## config.mk

```make
export PLATFORM = sky130hd
export DESIGN_NAME = tt_sweep_ctrl
export DESIGN_NICKNAME = d
export VERILOG_FILES = /design/src/rtl/tt_sweep_pkg.sv /design/src/rtl/tt_settle_timer.sv /design/src/rtl/tt_sweep_ctrl.sv
export SDC_FILE = /design/constraint.sdc
export NUM_CORES = 1
export LEC_CHECK = 0
export BUFFER_PORTS_ARGS = -buffer_cell sky130_fd_sc_hd__buf_2
export CAP_MARGIN = 10
export CORE_ASPECT_RATIO = 1.4
export CORE_MARGIN = 4
export CORE_UTILIZATION = 60
export DETAILED_ROUTE_END_ITERATION = 6
export PLACE_DENSITY = 0.84
export SETUP_SLACK_MARGIN = 0.2
export SYNTH_ARGS = -nofsm -noshare
export SYNTH_HDL_FRONTEND = slang
export SYNTH_SLANG_ARGS = --single-unit
```

## constraint.sdc

```tcl
create_clock -name clk -period 2.39 [get_ports clk]
set_input_delay 0 -clock clk [delete_from_list [all_inputs] [get_ports clk]]
set_output_delay 0 -clock clk [all_outputs]
set_load 0.02 [all_outputs]
```

## src/rtl/tt_sweep_pkg.sv

```systemverilog
// Shared types and helpers for the truth-table sweep controller.
package tt_sweep_pkg;

  localparam int unsigned NUM_COMB = 8;
  localparam int unsigned IDX_W    = 3;

  typedef enum logic [2:0] {
    StIdle,
    StDrive,
    StSettle,
    StSample,
    StDone
  } state_e;

  function automatic logic [3:0] count_ones(input logic [7:0] v);
    logic [3:0] c;
    c = '0;
    for (int i = 0; i < 8; i++) c = c + {3'b000, v[i]};
    return c;
  endfunction

  function automatic logic [2:0] lowest_set(input logic [7:0] v);
    logic [2:0] r;
    r = '0;
    for (int i = 7; i >= 0; i--) if (v[i]) r = 3'(i);
    return r;
  endfunction

endpackage

```

## src/rtl/tt_settle_timer.sv

```systemverilog
// 8-bit load/down-counter with a zero flag; stops at zero.
module tt_settle_timer (
  input  logic       clk,
  input  logic       rst,
  input  logic       i_load,
  input  logic [7:0] i_load_val,
  input  logic       i_dec,
  output logic       o_zero
);

  logic [7:0] r_count;

  always_ff @(posedge clk or posedge rst) begin
    if (rst) begin
      r_count <= '0;
    end else if (i_load) begin
      r_count <= i_load_val;
    end else if (i_dec && (r_count != 8'd0)) begin
      r_count <= r_count - 8'd1;
    end
  end

  assign o_zero = (r_count == 8'd0);

endmodule

```

## src/rtl/tt_sweep_ctrl.sv

```systemverilog
// Drives all 8 input combinations of a 3-input gate, captures its truth table and
// compares it with a golden value. Define TT_SWEEP_DIAG_EN for mismatch diagnostics.
module tt_sweep_ctrl
  import tt_sweep_pkg::*;
#(
  parameter int unsigned SETTLE_CYCLES = 2
) (
  input  logic       clk,
  input  logic       rst,
  input  logic       start,
  input  logic       abort,
  input  logic [7:0] expected,
  output logic       dut_in1,
  output logic       dut_in2,
  output logic       dut_in3,
  input  logic       dut_out,
  output logic       busy,
  output logic       done,
  output logic       pass,
  output logic [7:0] tt
`ifdef TT_SWEEP_DIAG_EN
  ,
  output logic [3:0] mismatch_cnt,
  output logic [2:0] first_fail
`endif
);

  state_e           r_state;
  state_e           w_state_next;
  logic [IDX_W-1:0] r_idx;
  logic [IDX_W-1:0] r_drv;
  logic [7:0]       r_exp;
  logic [7:0]       r_tt;
  logic             r_pass;
  logic             w_accept;
  logic             w_zero;
  logic             w_last;
  logic             w_match;

  assign w_accept = (r_state == StIdle) && start && !abort;
  assign w_last   = (r_idx == IDX_W'(NUM_COMB - 1));
  assign w_match  = (r_tt == r_exp);

  // Loaded with N-1 in DRIVE so SETTLE lasts exactly N cycles.
  tt_settle_timer u_settle_timer (
    .clk        (clk),
    .rst        (rst),
    .i_load     (r_state == StDrive),
    .i_load_val (8'(SETTLE_CYCLES - 1)),
    .i_dec      (r_state == StSettle),
    .o_zero     (w_zero)
  );

  always_ff @(posedge clk or posedge rst) begin
    if (rst) r_state <= StIdle;
    else     r_state <= w_state_next;
  end

  always_comb begin
    w_state_next = r_state;
    unique case (r_state)
      StIdle:   if (w_accept) w_state_next = StDrive;
      StDrive:  w_state_next = StSettle;
      StSettle: if (w_zero) w_state_next = StSample;
      StSample: w_state_next = w_last ? StDone : StDrive;
      StDone:   w_state_next = StIdle;
      default:  w_state_next = StIdle;
    endcase
    if (abort) w_state_next = StIdle;
  end

  always_ff @(posedge clk or posedge rst) begin
    if (rst) begin
      r_idx  <= '0;
      r_drv  <= '0;
      r_exp  <= '0;
      r_tt   <= '0;
      r_pass <= 1'b0;
    end else begin
      if (w_accept) begin
        r_exp  <= expected;
        r_tt   <= '0;
        r_idx  <= '0;
        r_pass <= 1'b0;
      end
      if ((r_state == StDrive) && !abort) r_drv <= r_idx;
      if ((r_state == StSample) && !abort) begin
        r_tt[r_idx] <= dut_out;
        if (!w_last) r_idx <= r_idx + IDX_W'(1);
      end
      if ((r_state == StDone) && !abort) r_pass <= w_match;
    end
  end

`ifdef TT_SWEEP_DIAG_EN
  logic [7:0] w_diff;
  logic [3:0] r_mcnt;
  logic [2:0] r_ffail;

  assign w_diff = r_tt ^ r_exp;

  always_ff @(posedge clk or posedge rst) begin
    if (rst) begin
      r_mcnt  <= '0;
      r_ffail <= '0;
    end else if (w_accept) begin
      r_mcnt  <= '0;
      r_ffail <= '0;
    end else if ((r_state == StDone) && !abort) begin
      r_mcnt  <= count_ones(w_diff);
      r_ffail <= lowest_set(w_diff);
    end
  end
`endif

  // Results are visible combinationally during the DONE cycle, then held in registers.
  always_comb begin
    busy = (r_state == StDrive) || (r_state == StSettle) || (r_state == StSample);
    done = (r_state == StDone);
    pass = (r_state == StDone) ? w_match : r_pass;
`ifdef TT_SWEEP_DIAG_EN
    mismatch_cnt = (r_state == StDone) ? count_ones(w_diff) : r_mcnt;
    first_fail   = (r_state == StDone) ? lowest_set(w_diff) : r_ffail;
`endif
  end

  assign {dut_in1, dut_in2, dut_in3} = r_drv;
  assign tt = r_tt;

endmodule

```

# == Word-level counts from Yosys, hierarchy flattened ==
# Cells that the tools add are included.
# totals
in_bits,13
register_bits,34
# op_classes
muxes,18
order_cmp,2
n_reduce_logical,16
addsub,2
eq_ne,8
# ops
op,count
$mux 8,4
$mux 3,7
$pmux 3 s4,1
$bwmux 8,1
$eq 8x8->1,1
$logic_not 8->1,1
$reduce_bool 8->1,1
$sub 8x1->8 const B,1
$logic_and 1x1->1,7
$eq 3x2->1 const B,2
$eq 3x3->1 const B,2
$ne 3x3->1 const B,2
$lt 3x4->1 const B,1
$mux 1,4
$reduce_bool 2->1,2
$add 3x1->3 const B,1
$demux 1 s3,1
$eq 3x1->1 const B,1
$ge 3x1->1 const B,1
$logic_not 3->1,1
$logic_or 1x1->1,2
$reduce_and 2->1,1
$logic_not 1->1,1

# == Longest topological paths before layout ==
# logic_depth
depth_word,6
ltp_mapped,6

# == By module ==
# From an unflattened synthesis, not the netlist that was laid out.
# hier_totals
cells_unflattened,168
hier_area_um2,1923.1
# by_module_without_submodules
mod,seq_area_each_um2,instances,cells_per_inst,area_each_um2
tt_sweep_ctrl,650.6,1,115,1427.6
tt_settle_timer,200.2,1,53,495.5

# == Least setup slack after synthesis ==
# Ideal clock, no wire load.
# synth_path
path_type,register to register
from,register u_settle_timer.r_count[0]
to,register u_settle_timer.r_count[2]
path_slack_ps,801
t_arrival_ps,1452
setup_ps,137
path_buffers,0
synth_period_minus_slack_ps,1589
path_stages_with_launch,7
cell_sequence,dfrtp_1 -> inv_1 -> ha_1 -> nor3b_1 -> nand2_1 -> o21ai_0 -> a21oi_1
# synth_between
elab_chain_cells,3
word_cells_on_any_way,6
classes_between,add/sub: 1; mux: 2; reduce/logical: 3
# synth_lines
item,line,text
"start, declared",tt_settle_timer.sv:11,logic [7:0] r_count;
"start signal, assigned",tt_settle_timer.sv:17,r_count <= i_load_val;
"start signal, assigned",tt_settle_timer.sv:19,r_count <= r_count - 8'd1;
$sub 8x1->8 or $reduce_bool 8->1 (tied branches),"tt_settle_timer.sv:19, tt_settle_timer.sv:18",
$mux 8 or $logic_and 1x1->1 (tied branches),tt_settle_timer.sv:18,end else if (i_dec && (r_count != 8'd0)) begin
$mux 8 or $reduce_bool 2->1 (tied branches),-,
# Parallel ways exist; a longest one is shown, timed or not. The select of a mux whose other input is x is not followed.
# A chain may end at the register's enable or synchronous reset.

# == Final worst setup path ==
# layout_path
from,"register r_tt[2], in the netlist tt[2]"
to,output port pass
# layout_between
elab_chain_cells,2
# layout_lines
item,line,text
"start, declared",tt_sweep_ctrl.sv:33,logic [7:0] r_tt;
"start signal, assigned by index",tt_sweep_ctrl.sv:88,r_tt[r_idx] <= dut_out;
$eq 8x8->1,tt_sweep_ctrl.sv:42,assign w_match = (r_tt == r_exp);
$mux 1,tt_sweep_ctrl.sv:120,pass = (r_state == StDone) ? w_match : r_pass;
"end, declared",tt_sweep_ctrl.sv:19,"output logic pass,"
# Every way passes these cells.

==> impl_metrics.json <==
{
  "fin_cells": 234,
  "endpoint_kind": "output pin",
  "ys_seq_elements": 34,
  "fin_hold_ws_ns": 0.09699,
  "dp_cells": 217,
  "whs_path_depth": 3,
  "gr-usage-all-layers": 0.2146,
  "reg2reg_depth": 6,
  "power.leakage_nw": 0.9866,
  "synth_xor_area_frac": 0.04094,
  "grt_use_met2": 0.3702,
  "multi_input_area_um2": 807.0,
  "grt_max_degree": 35,
  "die_area_um2": 3783,
  "wirelength_mm": 3.495,
  "cts_num_sinks": 34,
  "vias_per_cell": 5.667,
  "cap_violations": 0,
  "max_slew_margin": 0.6686,
  "clockRootBuffer": "clkbuf_4",
  "clock_skew_ns": 0.006424,
  "power_density_nw_per_um2": 716.3,
  "cp.arrival_ns": 1.79,
  "hold_viol": 0,
  "fillers": 217,
  "crit_chain": "xor2_1, nor4_1, nand2_1, o21ai_0, buf_2",
  "routedWlPerCell_um": 14.94,
  "synth_cell_types": 35,
  "synth_async_sr_flop_share": 1.000,
  "cp_data_required_time_ns": 2.39,
  "synth_fp_nets": 174,
  "ir_drop_v": 0.0005453,
  "crit_slowest_cell": "dfrtp_1",
  "area_growth_pct": 17.32,
  "crit_fanout": 3,
  "grtUsageMet3": 0.06105,
  "slew_violations": 0,
  "syn_area_um2": 1712,
  "first_global_vias": 1389,
  "period_share": 0.7491,
  "final_nets": 214,
  "h-tree-depth": 2,
  "antenna_found_initial": 0,
  "r2r_slack_ns": 0.61,
  "final_util": 0.7521,
  "synth-adder-area-share": 0.02193,
  "post-dp-hpwl_mm": 2.568,
  "rr_startpoint": "u_settle_timer.r_count[0]",
  "min_from": "dut_out",
  "start_kind": "flop",
  "ctsResizeCount": 0,
  "clk_path_buf_depth": 2,
  "port_buffers": 26,
  "initial_core_util": 0.6410,
  "synth_compound_area_frac": 0.1645,
  "drt_pass1_iterations": 4,
  "ys.warnings.count": 0,
  "die-width_um": 53.14,
  "grt_pass1_wl_mm": 6.113,
  "seqCellArea_um2": 850.8,
  "design.portCount": 27,
  "synth_top_family_by_area": "compound AO/OA/AOI/OAI gates",
  "fin_crit_ns": 1.790,
  "ant_nets": 0,
  "drt_iter0_markers": 28,
  "ys_seq_area_frac": 0.4971,
  "hp-class": "input port to flop",
  "setup_slack_ns": 0.5997,
  "cts_buffers": 5,
  "cts_tree": "done",
  "setup-tns-final_ns": 0,
  "status": "complete, no violations",
  "dp_slack_ns": 0.6390,
  "grt.overflow.total": 0,
  "crit_type": "flop to output pin",
  "clock_latency_ns": 0.33,
  "synth-simple-area-share": 0.1594,
  "die_height_um": 71.20,
  "synth-main-ff-cell": "dfrtp_1",
  "gp_congestion": 0.8109,
  "fmax_ghz": 0.5586,
  "synth_mux_area_frac": 0.08480,
  "min_to": "tt[3]",
  "antenna_cells": 0,
  "top_usage_layer": "met2",
  "worstMarginPinSlew_ns": 0.4960,
  "layout-drive-gt1-share": 0.2424,
  "setup_viol": 0,
  "grtUsageMet1": 0.2437,
  "synth_edf_count": 0,
  "rows": 22,
  "cts.clk_slew.worst_paths_ns": 0.10,
  "cpPeakStageDelay_ns": 0.42,
  "rsz0062_at_grt": "false",
  "avgSynthCellArea_um2": 10.83,
  "dr_total_vias": 1326,
  "timing.rr.end": "u_settle_timer.r_count[2]",
  "synthCells": 158,
  "drcViolationCount": 0,
  "core_um2": 2670
}
cells in the final DEF (no fill, tap or decap), drive strengths merged, types with 4 or more instances in the layout:
master,count
a21oi,4
a31oi,5
buf,27
clkbuf,7
dfrtp,34
dlygate4sd3,10
inv,6
mux2,12
nand2,14
nor2,12
nor2b,4
o211ai,8
o21ai,7
o31ai,9
xor2,8
how the worst max path moves through the flow:
stage / cells past startpoint / slack [ns] / end / from
2_1_floorplan: 6 / 0.80 / u_settle_timer.r_count[2] / u_settle_timer.r_count[0]
3_3_place_gp: 6 / 0.71 / u_settle_timer.r_count[2] / u_settle_timer.r_count[0]
3_5_place_dp: 6 / 0.64 / u_settle_timer.r_count[2] / u_settle_timer.r_count[0]
4_1_cts: 6 / 0.61 / u_settle_timer.r_count[4] / u_settle_timer.r_count[0]
5_1_grt: 6 / 0.38 / u_settle_timer.r_count[2] / u_settle_timer.r_count[0]
6_report: 5 / 0.60 / pass / tt[2]
cell families after synthesis:
logic type	Yosys count
multiplexers	13
buffers and inverters	10
adder cells (fa/ha/maj)	3
AND/OR/NAND/NOR	51
XOR/XNOR	8
flip-flops	34
AO/OA/AOI/OAI	39
synth_stat cells (2+ instances only):
cell,number,area [um2]
buf_6,2,22.52
dfrtp_1,34,850.8
nand2b_1,3,18.77
inv_1,6,22.52
o31ai_1,9,67.56
nand2_1,14,52.55
o21ai_0,7,35.03
nor2_1,12,45.04
nor3_1,3,15.01
a22o_1,2,17.52
xor2_1,8,70.07
a41o_1,2,20.02
ha_1,3,37.54
or3b_1,2,17.52
o211ai_1,8,60.06
a21oi_1,4,20.02
a31oi_1,4,25.02
mux2_2,12,135.1
nor2b_1,4,25.02
nor4_1,3,18.77
nor3b_1,2,15.01
per-stage QoR:
step / power (W) / area, um2
after floorplan: 0.001050 / 1712
after global placement: 0.001117 / 1863
after detailed placement: 0.001148 / 1863
after CTS: 0.001445 / 2008
after global routing: 0.001527 / 2008
final: 0.001439 / 2008
cell type report:
class / instances / share of cell area
clock buffers: 7 / 0.02243
well taps: 36 / 0.02243
inverters: 6 / 0.01121
flip-flops and latches: 34 / 0.4237
multi-input cells: 114 / 0.4019
repair buffers: 37 / 0.1184
worst max-delay path: cells and delay by family (launching register included):
| kind | cells | cell delay [ns] |
|---|---|---|
| buf+inv | 1 | 0.21 |
| xor+xnor | 1 | 0.18 |
| simple gates | 2 | 0.42 |
| flops | 1 | 0.42 |
| compound gates | 1 | 0.23 |
metal layers:
layer / up-vias / part of all wire
li1: 657 / -
met1: 638 / 0.40
met2: 24 / 0.55
met3: 7 / 0.037
met4: 0 / 0.013
met5: - / 0
timing repair:
item,CTS,global route
buffers inserted,0,0
hold endpoints to repair,44,0
hold buffers,10,0
state kept, by name, summed over array words and instances, names as in the netlist:
signal                  cells
r_pass                      1
tt                          8
r_exp                       8
r_idx                       3
r_drv                       3
u_settle_timer.r_count      8
r_state                     3
where the power goes:
group / total (W) / switching [W] / internal (W)
sequential: 0.000766 / 0.0000954 / 0.000671
clock: 0.000290 / 0.000179 / 0.000111
combinational: 0.000382 / 0.000209 / 0.000173
Power figures use the tool's default switching activity.
